<file path="config.mk">
export PLATFORM = sky130hd
export DESIGN_NAME = plot_fb_writer
export DESIGN_NICKNAME = d
export VERILOG_FILES = /design/src/rtl/plot_fb_writer_pkg.sv /design/src/rtl/sync_fifo.sv /design/src/rtl/plot_fb_writer.sv
export SDC_FILE = /design/constraint.sdc
export NUM_CORES = 1
export LEC_CHECK = 0
export BUFFER_PORTS_ARGS = -buffer_cell sky130_fd_sc_hd__buf_2
export CORE_UTILIZATION = 60
export DETAILED_ROUTE_END_ITERATION = 12
export PLACE_DENSITY = 0.78
export SLEW_MARGIN = 20
export SYNTH_ARGS = -nofsm -noshare
export SYNTH_HDL_FRONTEND = slang
export SYNTH_HIERARCHICAL = 1
export SYNTH_SLANG_ARGS = --single-unit
</file>
<file path="constraint.sdc">
create_clock -name clk -period 4.4 [get_ports clk]
set_clock_uncertainty 0.15 [all_clocks]
set_input_delay 0.22 -clock clk [delete_from_list [all_inputs] [get_ports clk]]
set_output_delay 0.22 -clock clk [all_outputs]
set_load 0.05 [all_outputs]
</file>
<file path="src/rtl/plot_fb_writer_pkg.sv">
// Shared types and defaults for the pixel-plot framebuffer writer.
// Holds the screen geometry defaults, address width and the FIFO entry layout.
package fb_pkg;

  localparam int SCREEN_W_DEFAULT = 160;
  localparam int SCREEN_H_DEFAULT = 120;
  localparam int FB_ADDR_W        = 15;

  typedef struct packed {
    logic [FB_ADDR_W-1:0] addr;
    logic [2:0]           colour;
  } fb_entry_t;

  // Row-major linearisation; 15 bits holds every legal coordinate of a 160x120 screen.
  function automatic logic [FB_ADDR_W-1:0] fb_linear_addr(
    input logic [7:0]           x,
    input logic [6:0]           y,
    input logic [FB_ADDR_W-1:0] width
  );
    return FB_ADDR_W'(y) * width + FB_ADDR_W'(x);
  endfunction

endpackage

</file>
<file path="src/rtl/sync_fifo.sv">
// Generic show-ahead synchronous FIFO with extended (wrap-bit) pointers.
// A push while full is accepted only if a pop happens in the same cycle.
module sync_fifo #(
  parameter int WIDTH = 8,
  parameter int DEPTH = 16
) (
  input  logic             clk,
  input  logic             rst,
  input  logic             push,
  input  logic [WIDTH-1:0] din,
  input  logic             pop,
  output logic [WIDTH-1:0] dout,
  output logic             full,
  output logic             empty
);

  localparam int AW = $clog2(DEPTH);
  localparam int PW = AW + 1;

  logic [WIDTH-1:0] mem [DEPTH];
  logic [PW-1:0]    wr_ptr;
  logic [PW-1:0]    rd_ptr;
  logic             do_push;
  logic             do_pop;

  assign empty   = (wr_ptr == rd_ptr);
  assign full    = (wr_ptr[AW] != rd_ptr[AW]) && (wr_ptr[AW-1:0] == rd_ptr[AW-1:0]);
  assign do_pop  = pop && !empty;
  assign do_push = push && (!full || do_pop);
  assign dout    = mem[rd_ptr[AW-1:0]];

  // NOTE: the storage array has no reset; only the pointers define validity,
  // which keeps the array mappable to plain RAM.
  always_ff @(posedge clk) begin
    if (do_push) mem[wr_ptr[AW-1:0]] <= din;
  end

  // NOTE: sequential state uses non-blocking assignments so every register
  // samples the pre-edge values regardless of statement order.
  always_ff @(posedge clk) begin
    if (rst) begin
      wr_ptr <= '0;
      rd_ptr <= '0;
    end else begin
      if (do_push) wr_ptr <= wr_ptr + PW'(1);
      if (do_pop)  rd_ptr <= rd_ptr + PW'(1);
    end
  end

endmodule

</file>
<file path="src/rtl/plot_fb_writer.sv">
// Buffers drawing-engine plots into the framebuffer write port, dropping off-screen pixels.
// Define PLOT_FB_STATS_EN to add saturating wr_count/drop_count outputs.
module plot_fb_writer
  import fb_pkg::*;
#(
  parameter int DEPTH    = 16,
  parameter int SCREEN_W = SCREEN_W_DEFAULT,
  parameter int SCREEN_H = SCREEN_H_DEFAULT
) (
  input  logic                 clk,
  input  logic                 rst,
  input  logic [7:0]           vga_x,
  input  logic [6:0]           vga_y,
  input  logic [2:0]           vga_colour,
  input  logic                 vga_plot,
  output logic [FB_ADDR_W-1:0] fb_addr,
  output logic [2:0]           fb_data,
  output logic                 fb_we,
  input  logic                 fb_ready,
  output logic                 empty,
  output logic                 overflow,
  input  logic                 clr_overflow
`ifdef PLOT_FB_STATS_EN
  ,
  output logic [15:0]          wr_count,
  output logic [15:0]          drop_count
`endif
);

  localparam logic [8:0]           X_LIM = 9'(SCREEN_W);
  localparam logic [7:0]           Y_LIM = 8'(SCREEN_H);
  localparam logic [FB_ADDR_W-1:0] W_ADDR = FB_ADDR_W'(SCREEN_W);

  logic      on_screen;
  logic      push;
  logic      pop;
  logic      fifo_full;
  logic      fifo_empty;
  logic      drop_full;
  fb_entry_t in_entry;
  fb_entry_t head;

  assign on_screen = ({1'b0, vga_x} < X_LIM) && ({1'b0, vga_y} < Y_LIM);
  assign push      = vga_plot && on_screen;
  assign pop       = fb_we && fb_ready;
  // A full FIFO still takes the pixel when the head leaves in the same cycle.
  assign drop_full = push && fifo_full && !pop;

  assign in_entry.addr   = fb_linear_addr(vga_x, vga_y, W_ADDR);
  assign in_entry.colour = vga_colour;

  sync_fifo #(
    .WIDTH($bits(fb_entry_t)),
    .DEPTH(DEPTH)
  ) u_fifo (
    .clk  (clk),
    .rst  (rst),
    .push (push),
    .din  (in_entry),
    .pop  (pop),
    .dout (head),
    .full (fifo_full),
    .empty(fifo_empty)
  );

  assign fb_we   = !fifo_empty;
  assign empty   = fifo_empty;
  assign fb_addr = head.addr;
  assign fb_data = head.colour;

  always_ff @(posedge clk) begin
    if (rst)               overflow <= 1'b0;
    else if (drop_full)    overflow <= 1'b1;
    else if (clr_overflow) overflow <= 1'b0;
  end

`ifdef PLOT_FB_STATS_EN
  logic drop_any;
  assign drop_any = (vga_plot && !on_screen) || drop_full;

  always_ff @(posedge clk) begin
    if (rst) begin
      wr_count   <= '0;
      drop_count <= '0;
    end else begin
      if (pop && wr_count != 16'hFFFF)        wr_count   <= wr_count + 16'd1;
      if (drop_any && drop_count != 16'hFFFF) drop_count <= drop_count + 16'd1;
    end
  end
`endif

endmodule

</file>
==> summary.txt <==
Critical path
  – CP cell instances: buf_12 > mux4_1 > mux4_2 > buf_2
  – R2R setup slack: 990 ps
  – R2R Path End: u_fifo/mem[4][1]$_DFFE_PP_
  – Crit Path Class: flop to output port
  – Reg2Reg Depth: 6
  – Worst setup SP type: flop
  – CP bufs+invs: 2
  – Critical Path Max Stage Delay: 760 ps
  – R2r startpoint: u_fifo/wr_ptr[2]$_SDFFE_PP0P_
  – Crit path max-delay family: multiplexers
  – CP required: 4030 ps
  – Crit path capture: fb_addr[14]
  – CP Max Fanout: 39
  – Crit path depth: 4
  – Crit path max-delay cell type: dfxtp_4
  – CP endpoint kind: output port
  – CP arrival: 3090 ps

Placement
  – Dpl cell area: 12800 sq um
  – GPL Wtd Cong: 0.873
  – Final HPWL DP: 13000 um
  – IO Port Bufs: 43

Clock tree
  – CTS H-tree depth: 1
  – Clock transition at path regs: ~60 ps
  – CTS tree: yes
  – Max clock buf depth: 3
  – Cts repair resizes: 0
  – Clk sinks: 303
  – Post-CTS Hold Fix Bufs: 11
  – Worst-skew pair later-pin latency: about 540 ps
  – CTS root buf: clkbuf_16
  – CTS buffer count: 29
  – Post-CTS Setup Inserts: 0

STA
  – F_max: 0.289 GHz
  – Final Hold Fails: 0
  – RSZ-0062 raised after global routing: false
  – Period minus WS final: 3460 ps
  – Worst-Margin Slew: 1140 ps
  – Tcrit/Tclk final: 0.786
  – Final hold slack: 165 ps
  – Headroom to the max-slew limit: 0.241
  – TNS Setup: 0 ps
  – Max-slew violation count: 0
  – Final Setup Violations: 0

Cells and area
  – Area grow syn2layout: 12.9%
  – Design area: 13900 sq um
  – Share of cells above drive strength 1: 0.285
  – # fillers: 1173
  – ANT cells: 0
  – Net count, final: 670
  – Storage cell area: 8950 sq um
  – Area of the multi-input gates: 3180 sq um

Synthesis
  – Most frequent cell after synthesis: edfxtp_1
  – Mapped Cells: 550
  – Synth unique cells: 52
  – Post-synthesis compound-gate area fraction: 0.0155
  – Synth top area share: 0.704
  – Commonest cells in the netlist: edfxtp_1 (288), mux4_2 (62), mux4_1 (28), nor2_1 (21), ha_1 (18)
  – Ys async rst share: 0
  – Multiplexer share of the synthesized area: 0.176
  – Mapped Area: 12300 sq um
  – Synthesis Warnings: 6
  – Post-synthesis simple-gate area fraction: 0.0253
  – Synthesized flop and latch total: between 300 and 400
  – Adder-cell share of the synthesized area: 0.0216
  – Syn Nets: 593
  – Ranking of synthesized cells by area: edfxtp_1 (70%), mux4_2 (11%), mux4_1 (6.0%)
  – Prevailing post-synth register cell: edfxtp_1
  – Post-synth top area cell: edfxtp_1
  – EDFF count, synth: 288
  – Main combinational cell family by area after synthesis: multiplexers
  – Xor and xnor area share after synthesis: 0.0167
  – Post-synthesis sequential area ratio: 0.728
  – Post-Syn Area per Cell: 22.3 sq um

Drt
  – Vias per cell: 6.43
  – Post-DRT Antenna Nets: 0
  – Residual DRC: 0
  – DRT Wirelength: 24600 um
  – DRT iter0 DRCs: 655
  – Wire per inst: 26.9 um
  – First-pass DRT Iterations: 6
  – DR vias: 5875

Power and ir drop
  – Tot Pwr: 6170 uW
  – Power per cell area: approximately 440 nW/um^2
  – Leakage: 0.00457 uW
  – Max VDD drop: slightly below 0.0004 V

Floorplanning
  – Chip width: 145 um
  – Core Region: 19800 sq um
  – Die Ht: around 150 um
  – IO Count: 44
  – Die ar.: about 21000 sq um
  – Row cnt: 51
  – Starting Density: 0.621

Run status
  – Status: complete, no violations

Run
  – Max Cap Viol: 0

Global route
  – Initial antenna violation count: 0
  – GRT Total Usage: 0.238
  – Largest net degree at the start of global routing: 73
  – First-pass GRT wire length: 36600 um
  – Grt total ovfl: 0
  – Number of global-route vias before repair: 6135

Min path
  – Hold Path Cell Cnt: 4
  – Worst Hold Class: input port to flop
power breakdown:
part	switching, uW	internal [uW]	leakage [uW]
Sequential	20.8	3270	0.00272
Combinational	311	164	0.00140
Clock	1020	1380	0.000449
Total	1350	4810	0.00457
cell families after synthesis:
group           count (synthesis)
flops                         303
mux                            93
simple gates                   56
buf+inv                        31
compound gates                 26
xor+xnor                       21
fa+ha+maj                      20
layer usage:
layer,routed length (um),track usage
met5,0,0
met4,567,0.0721
met3,1720,0.0330
met2,12500,0.403
met1,9810,0.328
layout make-up:
cell class	instances	area share
flip-flops and latches	303	0.645
repair buffers	70	0.0330
clock buffers	32	0.0531
inverters	7	0.00189
multi-input cells	216	0.229
well taps	265	0.0239
clock inverters	21	0.0133
worst min path at each step:
| stage | startpoint | end | slack, ps |
|---|---|---|---|
| CTS | vga_y[6] | u_fifo/mem[3][17]$_DFFE_PP_ | 140 |
| global route | vga_y[6] | u_fifo/mem[3][17]$_DFFE_PP_ | 190 |
| detailed placement | overflow$_SDFFE_PP0P_ | overflow$_SDFFE_PP0P_ | 310 |
| floorplan | rst | overflow$_SDFFE_PP0P_ | 140 |
| finish | vga_y[6] | u_fifo/mem[0][17]$_DFFE_PP_ | 170 |
| global placement | overflow$_SDFFE_PP0P_ | overflow$_SDFFE_PP0P_ | 310 |
per-stage QoR:
step	cells	setup slack, ps	utilization
3_5_place_dp	850	1020	0.647
2_1_floorplan	550	1040	-
5_1_grt	914	792	0.701
3_3_place_gp	850	1240	0.647
6_report	914	940	0.701
4_1_cts	914	858	0.699
cells in the final DEF (no fill, tap or decap), types with 2 or more instances in the layout:
cell	instances
edfxtp_1	288
mux4_2	62
buf_2	43
clkbuf_16	29
mux4_1	28
nor2_1	21
ha_1	18
buf_4	15
and3_1	14
dfxtp_1	12
dlygate4sd3_1	11
clkinv_2	8
inv_1	7
xor2_1	7
xnor2_1	7
o21ai_0	6
clkinv_1	6
nor2b_1	5
xnor2_2	5
a21oi_1	4
clkinvlp_4	3
bufinv_16	3
clkbuf_1	3
o211ai_1	3
nand4_1	2
fa_1	2
and2_1	2
mux2i_1	2
dfxtp_2	2
flip-flops by register name, summed over array words and instances (netlist names), named ones only:
name           count
overflow           1
u_fifo/mem       288
u_fifo/rd_ptr      5
u_fifo/wr_ptr      5
worst reg2reg max path, stage by stage, from the launching register on:
cell	delay, ps
dfxtp_1	500
xnor2_1	140
nand4_2	200
nor2_1	100
nor2b_1	400
o31a_1	510
and3_1	1010
Power figures use the tool's default switching activity.
